===== config.mk =====
export PLATFORM = sky130hd
export DESIGN_NAME = store_queue
export DESIGN_NICKNAME = d
export VERILOG_FILES = /design/src/rtl/store_queue.sv
export SDC_FILE = /design/constraint.sdc
export NUM_CORES = 1
export LEC_CHECK = 0
export BUFFER_PORTS_ARGS = -buffer_cell sky130_fd_sc_hd__buf_2
export CORE_MARGIN = 2
export CORE_UTILIZATION = 25
export CTS_BUF_LIST = sky130_fd_sc_hd__clkbuf_8
export CTS_CLUSTER_DIAMETER = 80
export DETAILED_ROUTE_END_ITERATION = 7
export PLACE_DENSITY_LB_ADDON = 0.1
export SLEW_MARGIN = 20
export SYNTH_ARGS = -nofsm -noshare
export SYNTH_HDL_FRONTEND = slang
export SYNTH_SLANG_ARGS = --single-unit

===== constraint.sdc =====
create_clock -name clk -period 20.2 [get_ports clk]
set_input_delay 1.01 -clock clk [delete_from_list [all_inputs] [get_ports clk]]
set_output_delay 1.01 -clock clk [all_outputs]
set_load 0.03 [all_outputs]

===== src/rtl/store_queue.sv =====
// In-order store buffer between the MEM-stage store aligner and the dmem write port.
// Optional macro SQ_COALESCE_EN merges a store into the tail entry when it hits the same word.
module store_queue #(
    parameter int DEPTH = 4,
    parameter int XLEN  = 32
) (
    input  logic            clk,
    input  logic            rst,
    input  logic            st_valid,
    output logic            st_ready,
    input  logic [XLEN-1:0] st_addr,
    input  logic [XLEN-1:0] st_wdata,
    input  logic [3:0]      st_be,
    input  logic            ld_chk_valid,
    input  logic [XLEN-1:0] ld_chk_addr,
    output logic            ld_conflict,
    output logic            dm_req,
    output logic [XLEN-1:0] dm_addr,
    output logic [XLEN-1:0] dm_wdata,
    output logic [3:0]      dm_be,
    input  logic            dm_ack,
    output logic            sq_empty,
    output logic            sq_full
);
    localparam int AW = $clog2(DEPTH);
    localparam int WW = XLEN - 2;

    logic [AW:0]   wr_ptr_q, wr_ptr_d, rd_ptr_q, rd_ptr_d, count;
    logic [AW-1:0] wr_idx, rd_idx;
    logic          push, pop, merge, full, empty;

    logic [DEPTH-1:0][WW-1:0]   addr_q, addr_d;
    logic [DEPTH-1:0][XLEN-1:0] data_q, data_d;
    logic [DEPTH-1:0][3:0]      be_q, be_d;
    logic [DEPTH-1:0]           entry_valid, entry_hit;

    logic unused_addr_bits;
    assign unused_addr_bits = ^{st_addr[1:0], ld_chk_addr[1:0]};

    assign wr_idx = wr_ptr_q[AW-1:0];
    assign rd_idx = rd_ptr_q[AW-1:0];
    assign count  = wr_ptr_q - rd_ptr_q;
    assign empty  = (wr_ptr_q == rd_ptr_q);
    assign full   = (wr_idx == rd_idx) && (wr_ptr_q[AW] != rd_ptr_q[AW]);

`ifdef SQ_COALESCE_EN
    logic [AW-1:0] tail_idx;
    logic          tail_hit;
    assign tail_idx = wr_idx - AW'(1);
    // count>=2 keeps the head (possibly already on the dmem bus) out of reach of a merge.
    assign tail_hit = (count >= (AW+1)'(2)) && (addr_q[tail_idx] == st_addr[XLEN-1:2]);
    assign merge    = st_valid && tail_hit;
    assign st_ready = !full || tail_hit;
`else
    assign merge    = 1'b0;
    assign st_ready = !full;
`endif

    assign push   = st_valid && st_ready && !merge;
    assign dm_req = !empty;
    assign pop    = dm_req && dm_ack;

    assign wr_ptr_d = wr_ptr_q + (AW+1)'(push);
    assign rd_ptr_d = rd_ptr_q + (AW+1)'(pop);

    always_comb begin
        addr_d = addr_q;
        data_d = data_q;
        be_d   = be_q;
        if (push) begin
            addr_d[wr_idx] = st_addr[XLEN-1:2];
            data_d[wr_idx] = st_wdata;
            be_d[wr_idx]   = st_be;
        end
`ifdef SQ_COALESCE_EN
        if (merge) begin
            for (int b = 0; b < 4; b++) begin
                if (st_be[b]) begin
                    data_d[tail_idx][8*b +: 8] = st_wdata[8*b +: 8];
                end
            end
            be_d[tail_idx] = be_q[tail_idx] | st_be;
        end
`endif
    end

    always_ff @(posedge clk) begin
        if (rst) begin
            wr_ptr_q <= '0;
            rd_ptr_q <= '0;
        end else begin
            wr_ptr_q <= wr_ptr_d;
            rd_ptr_q <= rd_ptr_d;
        end
    end

    // Payload needs no reset: the pointers alone decide which entries are live.
    always_ff @(posedge clk) begin
        addr_q <= addr_d;
        data_q <= data_d;
        be_q   <= be_d;
    end

    for (genvar gi = 0; gi < DEPTH; gi++) begin : g_entry
        logic [AW-1:0] offset;
        assign offset          = AW'(gi) - rd_idx;
        assign entry_valid[gi] = ({1'b0, offset} < count);
        assign entry_hit[gi]   = entry_valid[gi] && (addr_q[gi] == ld_chk_addr[XLEN-1:2]);
    end

    assign ld_conflict = ld_chk_valid && (|entry_hit);
    assign dm_addr     = {addr_q[rd_idx], 2'b00};
    assign dm_wdata    = data_q[rd_idx];
    assign dm_be       = be_q[rd_idx];
    assign sq_empty    = empty;
    assign sq_full     = full;
endmodule


# Word-level counts from Yosys, hierarchy flattened

Index checks and enable logic that the tools add are counted.

Register bits after elaboration: 270
Input bits: 105
Output and inout port bits: 73
Word-level logic and storage cells: 62

$add $sub $neg: 7
Order comparisons: 7
Equality and inequality tests: 7
Multiplexer cells: 15
Reduce and logical (&&, ||, !) cells: 12

Operators by type and width:

| kind                  | number |
|---|---|
| $bwmux W128           | 1 |
| $bwmux W120           | 1 |
| $eq A30 B30 Y1        | 4 |
| $bmux W32 S2          | 1 |
| $demux W32 S2         | 1 |
| $mux W32              | 2 |
| $bmux W30 S2          | 1 |
| $demux W30 S2         | 1 |
| $mux W30              | 2 |
| $bwmux W16            | 1 |
| $lt A2 B3 Y1          | 4 |
| $logic_and A1 B1 Y1   | 9 |
| $bmux W4 S2           | 1 |
| $demux W4 S2          | 1 |
| $mux W4               | 2 |
| $add A3 B1 Y3         | 2 |
| $lt A2 B3 Y1 const B  | 2 |
| $reduce_or A4 Y1      | 1 |
| $sub A1 B2 Y2 const A | 2 |
| $sub A2 B2 Y2 const A | 2 |
| $eq A3 B3 Y1          | 1 |
| $sub A3 B3 Y3         | 1 |
| $eq A2 B2 Y1          | 1 |
| $ge A2 B1 Y1 const B  | 1 |
| other kinds (2)       | 3 |

# Depth between registers and ports, before layout

Depth after elaboration: 5
Depth in mapped cells: 11
Mapped depth without buffers: 10

# Worst setup path after synthesis

OpenSTA, ideal clock, no wires.

Path type: flip-flop to flip-flop
Start: register rd_ptr_q[1]
End: register addr_q[30] (netlist name), enable pin
Setup time: 0.572 ns
Arrival time: 6.014 ns
Data required time: 19.628 ns
Slack: 13.614 ns
Cell stages (with the launch flop): 8
Buffers on the path: 2
Clock period less this slack: 6.586 ns
Cells stage by stage: dfxtp_1 buf_2 buf_2 inv_1 ha_1 nand3b_1 nand2_1 nor3_1

Longest elaborated chain between the ends: 4

RTL lines:

| element                  | line | source |
|---|---|---|
| start: declaration       | 28   | `logic [AW:0] wr_ptr_q, wr_ptr_d, rd_ptr_q, rd_ptr_d, count;` |
| start signal: assignment | 93   | `rd_ptr_q <= rd_ptr_d;` |
| $eq A2 B2 Y1             | 44   | `assign full = (wr_idx == rd_idx) && (wr_ptr_q[AW] != rd_ptr_q[AW]);` |
| $logic_and A1 B1 Y1      | 44   |  |
| $logic_not A1 Y1         | 56   | `assign st_ready = !full;` |
| net st_ready             | 10   | `output logic st_ready,` |
| $logic_and A1 B1 Y1      | 59   | `assign push = st_valid && st_ready && !merge;` |
| end signal: assignment   | 99   | `addr_q <= addr_d;` |
| end: declaration         | 32   | `logic [DEPTH-1:0][WW-1:0] addr_q, addr_d;` |

The timed path passes the listed nets, and every way through them passes these cells.
A chain may end at the register's enable or synchronous reset.

# Worst setup path after layout

Start: register wr_ptr_q[0]
End: output ld_conflict

Longest elaborated chain between the ends: 5
Elaborated cells between the ends (all ways): 11
Classes of those cells: add/sub (1); order compare (4); reduce/logical (6)

RTL lines:

| element                  | line | source |
|---|---|---|
| start: declaration       | 28   |  |
| start signal: assignment | 92   | `wr_ptr_q <= wr_ptr_d;` |
| $sub A3 B3 Y3 *          | 42   | `assign count = wr_ptr_q - rd_ptr_q;` |
| $lt A2 B3 Y1             | 107  | `assign entry_valid[gi] = ({1'b0, offset} < count);` |
| $logic_and A1 B1 Y1      | 108  | `assign entry_hit[gi] = entry_valid[gi] && (addr_q[gi] == ld_chk_addr[XLEN-1:2]);` |
| $reduce_or A4 Y1 *       | 111  | `assign ld_conflict = ld_chk_valid && (\|entry_hit);` |
| $logic_and A1 B1 Y1 *    | 111  |  |
| end: declaration         | 16   | `output logic ld_conflict,` |

Mark *: on every way between the ends. The rest lies on a longest branch, timed or not.

==> flow_summary.toml <==
[setup_path]
timing.critical_path.from_type = "register"
crit_required_ps = 19190
timing_worst_setup_path_type = "register to primary output"
crit_arrival_ps = 3480
crit_fanout = 5
worst_setup_path_end_kind = "primary output"

[power]
part_of_the_power_in_combinational_logic_pct = 22.2
cellInternalPower_mw = 1.01
pwr-share-seq_pct = 45.7
clkPwrFrac_pct = 32.1
ir_drop_v = 0.0000488
power.net_switching_mw = 0.439
p_total_mw = 1.44
leakage_nw = 4.57
p_sw_share_pct = 30.4
power-per-cell-area_nw_per_um2 = 104

[clock_tree]
cts_tree = "yes"
tritoncts_num_sinks = 270
htree_num_levels = 2
worst_skew_pair.late_latency_ps = 630
cts_resized = 0
clock_tree.buffer_depth = 3
postCtsHoldBufs = 0
cts_buffers = 49
post-cts-setup-buffers = 0
path_clk_slew_ps = 60
cts-root-buf = "sky130_fd_sc_hd__clkbuf_8"

[drt]
drc = 0
vias_per_cell = 4.24
drt_pass1_iterations = 4
wl_per_cell_um = 22.2
num_vias = 6035
finalWirelength_mm = 31.7
dr.first_iter.drc_count = 321
antenna_violating_nets_post_route = 0

[outcome]
status = "finished, final reports clean"

[logic_synthesis]
synth.distinct_cells = 25
post-synth-top-area-cell = "sky130_fd_sc_hd__edfxtp_1"
synth_top_cells_by_count = "264 x sky130_fd_sc_hd__edfxtp_1, 115 x sky130_fd_sc_hd__xnor2_1, 66 x sky130_fd_sc_hd__mux4_2, 28 x sky130_fd_sc_hd__nand4_1, 21 x sky130_fd_sc_hd__buf_6"
yosysTopAreaCellShare_pct = 67.8
number_of_synthesis_warnings = 0
post_synth_main_area_contributors = "sky130_fd_sc_hd__edfxtp_1 68%, sky130_fd_sc_hd__mux4_2 13%, sky130_fd_sc_hd__xnor2_1 8.6%, sky130_fd_sc_hd__buf_6 2.0%, sky130_fd_sc_hd__nand4_1 1.5%"
post_synth_inst_count = 602
netlist_area_sq_um = 11700
synth_async_sr_flop_share_pct = 0
synth-edff-count = 264
synth_sequential_area_ratio_pct = 68.8
synth.ff_latch_count = 270
synthMostInstantiatedCell = "sky130_fd_sc_hd__edfxtp_1"
synthesis.area_per_instance_sq_um = 19.4
most_instantiated_flip_flop_cell_in_the_synthesis_netlist = "sky130_fd_sc_hd__edfxtp_1"

[timing]
clock_skews_ps = 38.7
post-route-period-util_pct = 22.2
final-max-slew-violation-count = 0
holdWs_ps = 538
finalWorstPathRequiredPeriod_ps = 4490
rsz0062_at_grt = "false"
setup_viol = 0
final.setup.tns_ps = 0
timing_worst_slew_pin_value_ps = 894
fmaxAchievable_mhz = 223
max-slew-margin-rel_pct = 40.3
worst_slack_ps = 15710
hold_viol = 0

[floorplan]
core_sq_um = 46400
die_w_um = 220
die_h_um = 220
floorplan.die_area_sq_um = 48500
start_util_pct = 25.2
rows = 79
ios = 178

[layout]
synthToLayoutAreaGrowth_pct = 18.9
final_util_pct = 30.0
post_route_cells_drive_above_1_share_pct = 39.6
fillers = 4591
finish.net_count = 906

[global_routing]
grt.total_usage_pct = 13.2
antenna_violations_before_repair = 4
first_global_vias = 6777
grt_start_max_net_pins = 47
grt_remaining_overflow = 0
grt_first_pass_wirelength_mm = 45.1

[job]
max_cap_viol_count = 0

[placed_design]
gpl.final_weighted_congestion = 0.761
port_buffers = 171
dpl_worst_slack_ps = 16230
dp_hpwl_mm = 21.1

[min_path]
min-delay-path-class = "register to register"
## cell type report
| class | instances | area (sq um) | share of cell area, % |
|---|---|---|---|
| Multi-Input combinational cell | 275 | 3270 | 23.5 |
| Antenna cell | 1 | 2.50 | 0.0180 |
| Inverter | 10 | 37.5 | 0.270 |
| Tap cell | 607 | 759 | 5.46 |
| Clock inverter | 30 | 153 | 1.10 |
| Timing Repair Buffer | 181 | 947 | 6.81 |
| Clock buffer | 50 | 688 | 4.95 |
| Sequential cell | 270 | 8060 | 57.9 |
## cells in the final DEF (no fill, tap or decap), types with 4 or more instances in the layout
cell	count
sky130_fd_sc_hd__dfxtp_1	4
sky130_fd_sc_hd__o21ai_0	4
sky130_fd_sc_hd__xnor2_2	10
sky130_fd_sc_hd__buf_2	171
sky130_fd_sc_hd__ha_1	13
sky130_fd_sc_hd__mux4_2	66
sky130_fd_sc_hd__nand3_1	5
sky130_fd_sc_hd__nand2_1	6
sky130_fd_sc_hd__nor4_1	8
sky130_fd_sc_hd__xnor2_1	115
sky130_fd_sc_hd__clkinv_2	7
sky130_fd_sc_hd__clkbuf_8	50
sky130_fd_sc_hd__inv_1	19
sky130_fd_sc_hd__nand4_1	28
sky130_fd_sc_hd__nor2b_1	7
sky130_fd_sc_hd__buf_4	8
sky130_fd_sc_hd__clkinv_1	12
sky130_fd_sc_hd__edfxtp_1	264
## flip-flops by register name, summed over array words and instances (netlist names)
name      count
addr_q      120
be_q         16
rd_ptr_q      3
data_q      128
wr_ptr_q      3
## per-stage QoR
| stage | cells | cell area (sq um) |
|---|---|---|
| finish | 1424 | 13900 |
| global placement | 1342 | 13000 |
| detailed placement | 1343 | 13100 |
| CTS | 1423 | 13900 |
| global route | 1423 | 13900 |
| floorplan | 603 | 11700 |
## power groups by stage
stage | Sequential [mW] | Clock [mW] | Combinational, mW
after global placement | 0.670 | 0 | 0.330
after floorplan | 0.669 | 0 | 0.232
final | 0.660 | 0.463 | 0.321
after global routing | 0.663 | 0.509 | 0.347
after CTS | 0.660 | 0.488 | 0.333
after detailed placement | 0.672 | 0 | 0.331
## kinds of logic (layout without fill, tap and decap cells)
family                   after synthesis  count (layout)  share of synthesized area [%]
adder cells (fa/ha/maj)               14              14                           1.56
other                                  1               3                         0.0321
flip-flops                           270             270                           68.8
buffers and inverters                 58             271                           3.53
multiplexers                          66              66                           12.7
AND/OR/NAND/NOR                       63              63                           3.07
AO/OA/AOI/OAI                          5               5                          0.310
XOR/XNOR                             125             125                           10.0
## per-layer routing
metal | track usage [%] | routed length, um | vias to the layer above
met5 | 0 | 56 | -
met4 | 5.10 | 873 | 8
met3 | 4.08 | 2090 | 69
met2 | 22.1 | 15500 | 164
met1 | 16.0 | 13100 | 3081
li1 | - | - | 2713
## worst paths after layout
check,slack (ps),to,from,depth (start not counted)
worst min-delay path,540,wr_ptr_q[2],wr_ptr_q[2],2
worst max register to register,16530,be_q[13],rd_ptr_q[1],8
worst min register to register,540,wr_ptr_q[2],wr_ptr_q[2],2
worst max-delay path,15710,ld_conflict,wr_ptr_q[0],11
## worst max-delay path, stage by stage (launching register included)
cell and delay, ps:
sky130_fd_sc_hd__dfxtp_1 470, sky130_fd_sc_hd__inv_1 190, sky130_fd_sc_hd__ha_1 230, sky130_fd_sc_hd__inv_1 60, sky130_fd_sc_hd__fa_1 400, sky130_fd_sc_hd__inv_1 150
sky130_fd_sc_hd__ha_1 250, sky130_fd_sc_hd__nor2b_1 120, sky130_fd_sc_hd__o21ai_0 350, sky130_fd_sc_hd__nand3_1 140, sky130_fd_sc_hd__a41oi_2 270, sky130_fd_sc_hd__buf_2 240
Power figures use the tool's default switching activity.
